===== config.mk =====
export PLATFORM = sky130hd
export DESIGN_NAME = project_select_ctrl
export DESIGN_NICKNAME = d
export VERILOG_FILES = /design/src/rtl/project_select_pkg.sv /design/src/rtl/project_select_wb_regs.sv /design/src/rtl/project_select_ctrl.sv
export SDC_FILE = /design/constraint.sdc
export NUM_CORES = 1
export LEC_CHECK = 0
export ABC_AREA = 1
export ABC_CLOCK_PERIOD_IN_PS = 2100
export BUFFER_PORTS_ARGS = -buffer_cell sky130_fd_sc_hd__buf_2
export CORE_MARGIN = 2
export CORE_UTILIZATION = 45
export CTS_BUF_LIST = sky130_fd_sc_hd__clkbuf_4 sky130_fd_sc_hd__clkbuf_8
export DETAILED_ROUTE_END_ITERATION = 16
export GPL_ROUTABILITY_DRIVEN = 0
export PLACE_DENSITY = 0.9
export SETUP_SLACK_MARGIN = 0.3
export SYNTH_ARGS = -nofsm -noshare
export SYNTH_HDL_FRONTEND = slang
export SYNTH_SLANG_ARGS = --single-unit

===== constraint.sdc =====
create_clock -name wb_clk_i -period 2.1 [get_ports wb_clk_i]
set_input_delay 0.105 -clock wb_clk_i [delete_from_list [all_inputs] [get_ports wb_clk_i]]
set_output_delay 0.105 -clock wb_clk_i [all_outputs]
set_load 0.02 [all_outputs]

===== src/rtl/project_select_pkg.sv =====
// Shared definitions for the project select controller: register offsets,
// field positions and the switch FSM state encoding.
package project_select_pkg;

  // Register index taken from adr[3:2]
  localparam logic [1:0] REG_CTRL   = 2'd0;
  localparam logic [1:0] REG_STATUS = 2'd1;
  localparam logic [1:0] REG_GUARD  = 2'd2;
  localparam logic [1:0] REG_RSVD   = 2'd3;

  // Field positions
  localparam int CTRL_EN_BIT     = 31;
  localparam int STATUS_EN_BIT   = 8;
  localparam int STATUS_BUSY_BIT = 9;

  // Switch FSM: IDLE holds the current grant, GUARD is the all-off window
  typedef enum logic {
    IDLE  = 1'b0,
    GUARD = 1'b1
  } state_e;

endpackage


===== src/rtl/project_select_wb_regs.sv =====
// Wishbone slave for the project select controller: address decode,
// single-cycle ack, registered read data, and the CTRL/GUARD registers.
// A CTRL write produces a same-cycle ctrl_wr_o pulse carrying the decoded
// effective request so the FSM can act on the accept edge itself.
module project_select_wb_regs
  import project_select_pkg::*;
#(
  parameter int          NUM_PROJECTS = 8,
  parameter int          SEL_W        = $clog2(NUM_PROJECTS),
  parameter logic [31:0] BASE_ADDR    = 32'h3000_0000,
  parameter int          GUARD_RESET  = 4,
  parameter int          GUARD_W      = 8
) (
  input  logic               clk_i,
  input  logic               rst_n_i,
  input  logic               wbs_stb_i,
  input  logic               wbs_cyc_i,
  input  logic               wbs_we_i,
  input  logic [3:0]         wbs_sel_i,
  input  logic [31:0]        wbs_dat_i,
  input  logic [31:0]        wbs_adr_i,
  output logic               wbs_ack_o,
  output logic [31:0]        wbs_dat_o,
  input  logic [SEL_W-1:0]   cur_idx_i,
  input  logic               cur_en_i,
  input  logic               busy_i,
  output logic [GUARD_W-1:0] guard_o,
  output logic               ctrl_wr_o,
  output logic               req_en_o,
  output logic [SEL_W-1:0]   req_idx_o
);

  logic               ack_q;
  logic [31:0]        dat_q, dat_d;
  logic [SEL_W-1:0]   ctrl_idx_q, ctrl_idx_d;
  logic               ctrl_en_q, ctrl_en_d;
  logic [GUARD_W-1:0] guard_q, guard_d;
  logic [31:0]        rdata;
  logic               hit, accept;
  logic [1:0]         reg_sel;
  logic               unused_ok;

  assign hit     = (wbs_adr_i[31:4] == BASE_ADDR[31:4]);
  // Only one access per two cycles: a request is not re-accepted while acked
  assign accept  = wbs_stb_i & wbs_cyc_i & ~ack_q & hit;
  assign reg_sel = wbs_adr_i[3:2];

  // Byte-granular register writes; bits outside a register's fields are dropped
  always_comb begin
    ctrl_idx_d = ctrl_idx_q;
    ctrl_en_d  = ctrl_en_q;
    guard_d    = guard_q;
    if (accept && wbs_we_i && reg_sel == REG_CTRL) begin
      if (wbs_sel_i[0]) ctrl_idx_d = wbs_dat_i[SEL_W-1:0];
      if (wbs_sel_i[3]) ctrl_en_d  = wbs_dat_i[CTRL_EN_BIT];
    end
    if (accept && wbs_we_i && reg_sel == REG_GUARD) begin
      for (int i = 0; i < GUARD_W; i++) begin
        if (wbs_sel_i[i/8]) guard_d[i] = wbs_dat_i[i];
      end
    end
  end

  // Effective request uses the freshly merged CTRL value; out-of-range or
  // disabled targets collapse to "none" with a zero index
  assign ctrl_wr_o = accept & wbs_we_i & (reg_sel == REG_CTRL);
  assign req_en_o  = ctrl_en_d &&
                     ({{(32-SEL_W){1'b0}}, ctrl_idx_d} < NUM_PROJECTS);
  assign req_idx_o = req_en_o ? ctrl_idx_d : '0;

  // Read mux; unused bits and the reserved slot read as zero
  always_comb begin
    rdata = '0;
    case (reg_sel)
      REG_CTRL: begin
        rdata[SEL_W-1:0]   = ctrl_idx_q;
        rdata[CTRL_EN_BIT] = ctrl_en_q;
      end
      REG_STATUS: begin
        rdata[SEL_W-1:0]       = cur_idx_i;
        rdata[STATUS_EN_BIT]   = cur_en_i;
        rdata[STATUS_BUSY_BIT] = busy_i;
      end
      REG_GUARD: rdata[GUARD_W-1:0] = guard_q;
      default:   rdata = '0;
    endcase
  end

  // Read data is only non-zero during the ack cycle of a read
  assign dat_d = (accept && !wbs_we_i) ? rdata : '0;

  // Bus response and register state
  always_ff @(posedge clk_i or negedge rst_n_i) begin
    if (!rst_n_i) begin
      ack_q      <= 1'b0;
      dat_q      <= '0;
      ctrl_idx_q <= '0;
      ctrl_en_q  <= 1'b0;
      guard_q    <= GUARD_W'(GUARD_RESET);
    end else begin
      ack_q      <= accept;
      dat_q      <= dat_d;
      ctrl_idx_q <= ctrl_idx_d;
      ctrl_en_q  <= ctrl_en_d;
      guard_q    <= guard_d;
    end
  end

  assign wbs_ack_o = ack_q;
  assign wbs_dat_o = dat_q;
  assign guard_o   = guard_q;
  assign unused_ok = ^{wbs_adr_i[1:0], wbs_dat_i};

endmodule


===== src/rtl/project_select_ctrl.sv =====
// Project select controller: grants the shared user resources to at most one
// wrapped project. Switches are break-before-make with a programmable all-off
// guard window; the last request written during the window wins.
module project_select_ctrl
  import project_select_pkg::*;
#(
  parameter int          NUM_PROJECTS = 8,
  parameter int          SEL_W        = $clog2(NUM_PROJECTS),
  parameter logic [31:0] BASE_ADDR    = 32'h3000_0000,
  parameter int          GUARD_RESET  = 4,
  parameter int          GUARD_W      = 8
) (
  input  logic                    wb_clk_i,
  input  logic                    wb_rst_n_i,
  input  logic                    wbs_stb_i,
  input  logic                    wbs_cyc_i,
  input  logic                    wbs_we_i,
  input  logic [3:0]              wbs_sel_i,
  input  logic [31:0]             wbs_dat_i,
  input  logic [31:0]             wbs_adr_i,
  output logic                    wbs_ack_o,
  output logic [31:0]             wbs_dat_o,
  output logic [NUM_PROJECTS-1:0] active_o,
  output logic                    switching_o
);

  state_e                  state_q, state_d;
  logic [GUARD_W-1:0]      cnt_q, cnt_d;
  logic                    pend_en_q, pend_en_d;
  logic [SEL_W-1:0]        pend_idx_q, pend_idx_d;
  logic                    cur_en_q, cur_en_d;
  logic [SEL_W-1:0]        cur_idx_q, cur_idx_d;
  logic [NUM_PROJECTS-1:0] active_q, active_d;

  logic [GUARD_W-1:0]      guard;
  logic [GUARD_W-1:0]      guard_eff;
  logic                    ctrl_wr, req_en;
  logic [SEL_W-1:0]        req_idx;

  project_select_wb_regs #(
    .NUM_PROJECTS (NUM_PROJECTS),
    .SEL_W        (SEL_W),
    .BASE_ADDR    (BASE_ADDR),
    .GUARD_RESET  (GUARD_RESET),
    .GUARD_W      (GUARD_W)
  ) u_regs (
    .clk_i     (wb_clk_i),
    .rst_n_i   (wb_rst_n_i),
    .wbs_stb_i (wbs_stb_i),
    .wbs_cyc_i (wbs_cyc_i),
    .wbs_we_i  (wbs_we_i),
    .wbs_sel_i (wbs_sel_i),
    .wbs_dat_i (wbs_dat_i),
    .wbs_adr_i (wbs_adr_i),
    .wbs_ack_o (wbs_ack_o),
    .wbs_dat_o (wbs_dat_o),
    .cur_idx_i (cur_idx_q),
    .cur_en_i  (cur_en_q),
    .busy_i    (state_q == GUARD),
    .guard_o   (guard),
    .ctrl_wr_o (ctrl_wr),
    .req_en_o  (req_en),
    .req_idx_o (req_idx)
  );

  // A zero guard still gives one all-off cycle so grants never overlap
  assign guard_eff = (guard == '0) ? GUARD_W'(1) : guard;

  // Next-state logic for the switch FSM, guard counter and grant vector
  always_comb begin
    state_d    = state_q;
    cnt_d      = cnt_q;
    pend_en_d  = pend_en_q;
    pend_idx_d = pend_idx_q;
    cur_en_d   = cur_en_q;
    cur_idx_d  = cur_idx_q;
    active_d   = active_q;
    case (state_q)
      IDLE: begin
        // Rewriting the current grant is a no-op, so active_o never glitches
        if (ctrl_wr && (req_en != cur_en_q || req_idx != cur_idx_q)) begin
          active_d   = '0;
          cnt_d      = guard_eff;
          pend_en_d  = req_en;
          pend_idx_d = req_idx;
          state_d    = GUARD;
        end
      end
      GUARD: begin
        // Later requests replace the pending one without extending the window
        if (ctrl_wr) begin
          pend_en_d  = req_en;
          pend_idx_d = req_idx;
        end
        if (cnt_q == GUARD_W'(1)) begin
          active_d = '0;
          if (pend_en_d) active_d[pend_idx_d] = 1'b1;
          cur_en_d  = pend_en_d;
          cur_idx_d = pend_idx_d;
          state_d   = IDLE;
        end else begin
          cnt_d = cnt_q - GUARD_W'(1);
        end
      end
      default: state_d = IDLE;
    endcase
  end

  // FSM state and grant registers; reset releases every project at once
  always_ff @(posedge wb_clk_i or negedge wb_rst_n_i) begin
    if (!wb_rst_n_i) begin
      state_q    <= IDLE;
      cnt_q      <= '0;
      pend_en_q  <= 1'b0;
      pend_idx_q <= '0;
      cur_en_q   <= 1'b0;
      cur_idx_q  <= '0;
      active_q   <= '0;
    end else begin
      state_q    <= state_d;
      cnt_q      <= cnt_d;
      pend_en_q  <= pend_en_d;
      pend_idx_q <= pend_idx_d;
      cur_en_q   <= cur_en_d;
      cur_idx_q  <= cur_idx_d;
      active_q   <= active_d;
    end
  end

  assign active_o    = active_q;
  assign switching_o = (state_q == GUARD);

endmodule


==> impl_results.md <==
- Final hold vios: 0
- Fin. max-slew vios: 0
- Pin count of the biggest net entering global routing: 31
- Fraction of layout instances using a drive strength above 1: 34.9%
- Number of warning messages in the yosys log: 0
- Number of levels in the clock H-tree: 2
- Multi-input combinational cell area: 1600 µm²
- Share of synthesized area occupied by flip-flops and latches: 42.7%
- Vias in the first global route: 2,881
- Clock period minus final worst setup slack: 2.28 ns
- Mean area per synthesized cell: 7.45 µm²
- Post-route DRC violation count: 0
- Synthesis-stage register bit count: 49
- Pwr dens: 475 nW/µm²
- Layout overhead on the synthesized area: 31.7%
- Failing checks: setup timing
- Fraction of the cycle the final worst path needs: 109%
- Final design utilization: 60.3%
- Number of standard cells after synthesis: 386
- Total placed cells including tap cells: 539
- Leakage Power: 1.97 nW
- First-pass GRT wire length: 12,300 µm
- Max-Cap Viols: 0
- Total length of routed wires: 7310 µm
- Via/cell ratio: 5.03
- Number of inserted diodes: 0
- Nets: 558
- Maximum count of clock buffers along a single path: 2
- Overall routing resource usage: 21.3%
- Violation count after the first detailed-route iteration: 200
- Post-synthesis instance area: 2880 µm²
- Worst endpoint data arrival time: 2.48 ns
- Row cnt: 29
- Average wire length per cell after detail routing: 13.0 µm
- Commonest register cell after synthesis: sky130_fd_sc_hd__dfrtp_1
- TritonCTS Buffers: 5
- Top-level port count: 115
- Class of the worst hold path: in2reg
- Length of the first detailed-routing pass in iterations: 5
- Detailed Place HPWL: 5060 µm
- Footprint of the flip-flops and latches: 1230 µm²
- Area of the core region: 6280 µm²
- Cell variety after synth: 34
- Setup repair after global routing missed its margin: true
- Highest clock frequency the design can meet: 438 MHz
- Critical path type: reg2reg
- Horizontal extent of the die: 84.0 µm
- Worst-skew pair later-pin latency: 0.30 ns
- Final setup violation count: 21
- Die Y-Extent: 84.0 µm
- Antenna violations before repair: 0
- Die ar.: 7050 µm²
- Total via count in the routed design: 2,822
- Critical-path maximum fanout: 8
- Kind of start point of the critical path: flip-flop
- Most area-consuming cells after synthesis: sky130_fd_sc_hd__dfrtp_1 (42%), sky130_fd_sc_hd__nand2_1 (14%), sky130_fd_sc_hd__nor2_1 (7.0%), sky130_fd_sc_hd__nand3_1 (5.6%), sky130_fd_sc_hd__buf_4 (5.5%)
- Total Neg Setup Slack: -3.13 ns
- Fill cell total of the finished layout: 491
- Post-synth ARST share: 100%
- Sinks on the clock net: 49
- Worst vdd ir: 0.402 mV
- Req. time, crit path: 2.30 ns
- Crit path setup slack, layout: -0.181 ns
- Clock tree root driver cell: sky130_fd_sc_hd__clkbuf_8
- Remaining global-route overflow: 0
- Fin cells: 561
- Final ANT Viol Nets: 0
- Relative slew slack: 53.8%
- Library cell with the largest summed area after synthesis: sky130_fd_sc_hd__dfrtp_1
- Top cell type's share of synthesized area: 41.8%
- Count of input and output buffers: 66
- Clk slew on worst S/H paths: 0.09 ns
- Skew final: 0.00865 ns
- Outcome: finished with violations
- Worst-margin pin slew: 0.693 ns
- CTS tree: built
- Starting utilization of the core area: 45.8%
- Number of synthesized flops with an enable pin: 0
- Crit path capture type: flip-flop
-- cell type report --
class                      instances  area share (%)
sequential                        49            32.4
clock buffer                       6            2.18
inverter                          40            4.10
timing repair buffer              96            15.4
multi-input combinational        291            42.3
tap                               77            2.54
clock inverter                     2           0.991
-- placed cells by master (no fill, tap or decap), types with 2 or more instances in the layout --
master and n:
sky130_fd_sc_hd__nand2_1 90, sky130_fd_sc_hd__buf_2 66, sky130_fd_sc_hd__nor2_1 54, sky130_fd_sc_hd__dfrtp_1 47, sky130_fd_sc_hd__inv_1 35, sky130_fd_sc_hd__buf_4 22
sky130_fd_sc_hd__conb_1 21, sky130_fd_sc_hd__nand3_1 19, sky130_fd_sc_hd__nand2_2 15, sky130_fd_sc_hd__o21ai_0 15, sky130_fd_sc_hd__nand3_2 13, sky130_fd_sc_hd__nor3_1 10
sky130_fd_sc_hd__nand4_1 7, sky130_fd_sc_hd__buf_6 7, sky130_fd_sc_hd__nand2_4 6, sky130_fd_sc_hd__mux2_4 6, sky130_fd_sc_hd__clkbuf_8 6, sky130_fd_sc_hd__or2_2 5
sky130_fd_sc_hd__nand3_4 3, sky130_fd_sc_hd__mux2_2 3, sky130_fd_sc_hd__xor2_1 3, sky130_fd_sc_hd__inv_2 3, sky130_fd_sc_hd__nor2_4 2, sky130_fd_sc_hd__a21oi_1 2
sky130_fd_sc_hd__o21ai_1 2, sky130_fd_sc_hd__o21ai_2 2, sky130_fd_sc_hd__xnor2_1 2, sky130_fd_sc_hd__ha_1 2
-- synthesized netlist by cell type, types with 3 or more instances --
| library cell | instances |
|---|---|
| sky130_fd_sc_hd__buf_4 | 21 |
| sky130_fd_sc_hd__clkbuf_1 | 5 |
| sky130_fd_sc_hd__dfrtp_1 | 48 |
| sky130_fd_sc_hd__inv_1 | 37 |
| sky130_fd_sc_hd__mux2_2 | 9 |
| sky130_fd_sc_hd__nand2_1 | 108 |
| sky130_fd_sc_hd__nand2_2 | 3 |
| sky130_fd_sc_hd__nand3_1 | 32 |
| sky130_fd_sc_hd__nand4_1 | 7 |
| sky130_fd_sc_hd__nor2_1 | 54 |
| sky130_fd_sc_hd__nor3_1 | 10 |
| sky130_fd_sc_hd__o21ai_0 | 18 |
| sky130_fd_sc_hd__or2_2 | 5 |
| sky130_fd_sc_hd__xor2_1 | 3 |
-- routing by layer --
| layer | GRT usage (%) | wire length [µm] | vias up |
|---|---|---|---|
| met5 | 0 | 0 | - |
| met4 | 9.24 | 167 | 0 |
| met3 | 4.95 | 456 | 20 |
| met2 | 36.1 | 3670 | 130 |
| met1 | 25.8 | 3010 | 1290 |
| li1 | - | - | 1382 |
-- worst max-delay path, cell delays in order (launching register included) --
cell,delay (ns)
sky130_fd_sc_hd__dfrtp_2,0.41
sky130_fd_sc_hd__nor2_1,0.08
sky130_fd_sc_hd__nand2_1,0.05
sky130_fd_sc_hd__nor2_1,0.08
sky130_fd_sc_hd__nand2_1,0.09
sky130_fd_sc_hd__nor2_4,0.18
sky130_fd_sc_hd__nand4_1,0.18
sky130_fd_sc_hd__nand2_2,0.17
sky130_fd_sc_hd__clkinv_4,0.12
sky130_fd_sc_hd__nand3_1,0.10
sky130_fd_sc_hd__nand2_2,0.08
sky130_fd_sc_hd__nor2_4,0.10
sky130_fd_sc_hd__nand3_4,0.09
sky130_fd_sc_hd__buf_4,0.16
sky130_fd_sc_hd__nand2_4,0.09
sky130_fd_sc_hd__nand2_2,0.08
sky130_fd_sc_hd__nand2_1,0.07
sky130_fd_sc_hd__nand2_1,0.05
-- final timing paths --
kind / start / to / slack [ns] / cells after the start
hold / removal: wbs_dat_i[3] / u_regs.guard_o[3] / 0.03 / 2
min in group asynchronous: wb_rst_n_i / cnt_q[5] / 0.38 / 2
setup / recovery: u_regs.wbs_ack_o / pend_idx_q[1] / -0.18 / 17
max in group asynchronous: wb_rst_n_i / cnt_q[4] / 1.10 / 3
setup reg to reg: u_regs.wbs_ack_o / pend_idx_q[1] / -0.18 / 17
hold reg to reg: active_o[7] / active_o[7] / 0.50 / 2
-- what timing repair did --
action,4_1_cts,5_1_grt
hold buffers,1,0
hold endpoints to repair,27,0
pin swaps,22,10
gates cloned,1,0
buffers inserted,9,3
endpoints found under the setup margin,31,34
resized for setup,35,25
-- logic make-up (layout without fill, tap and decap cells) --
family	count (synthesis)	after routing	synth area share [%]
other	1	21	0.130
adders and majority gates	2	2	0.870
AOI/OAI and AO/OA	25	25	4.57
DFF	49	49	42.7
xor gates and xnor gates	5	5	1.52
and+or+nand+nor	228	229	34.8
muxes	9	9	3.52
buffers and inverters	67	144	11.9
-- report_power, final --
| group | total [mW] | switching (mW) | internal [mW] |
|---|---|---|---|
| logic | 0.154 | 0.104 | 0.0503 |
| registers | 0.943 | 0.00000000120 | 0.943 |
| clock network | 0.702 | 0.314 | 0.387 |
| total | 1.80 | 0.418 | 1.38 |
-- flip-flops by register name (all words and copies together) (netlist names) --
register,flops
u_regs.guard_o,8
cnt_q,8
cur_en_q,1
u_regs.ctrl_en_q,1
u_regs.wbs_dat_o,11
u_regs.ctrl_idx_q,3
pend_en_q,1
cur_idx_q,3
active_o,8
switching_o,1
u_regs.wbs_ack_o,1
pend_idx_q,3
-- metrics by stage --
stage / setup slack [ns] / hold WS (ns) / area, µm² / total power [mW]
6_report: -0.181 / 0.0255 / 3790 / 1.80
5_1_grt: -0.349 / 0.0195 / 3790 / 1.86
4_1_cts: -0.204 / 0.0247 / 3680 / 1.81
3_5_place_dp: -0.213 / 0.191 / 3330 / 1.11
3_3_place_gp: -0.0833 / 0.176 / 3330 / 1.11
2_1_floorplan: 0.0686 / -0.191 / 2970 / 1.06
No activity file was read; power rests on OpenSTA's default activity.
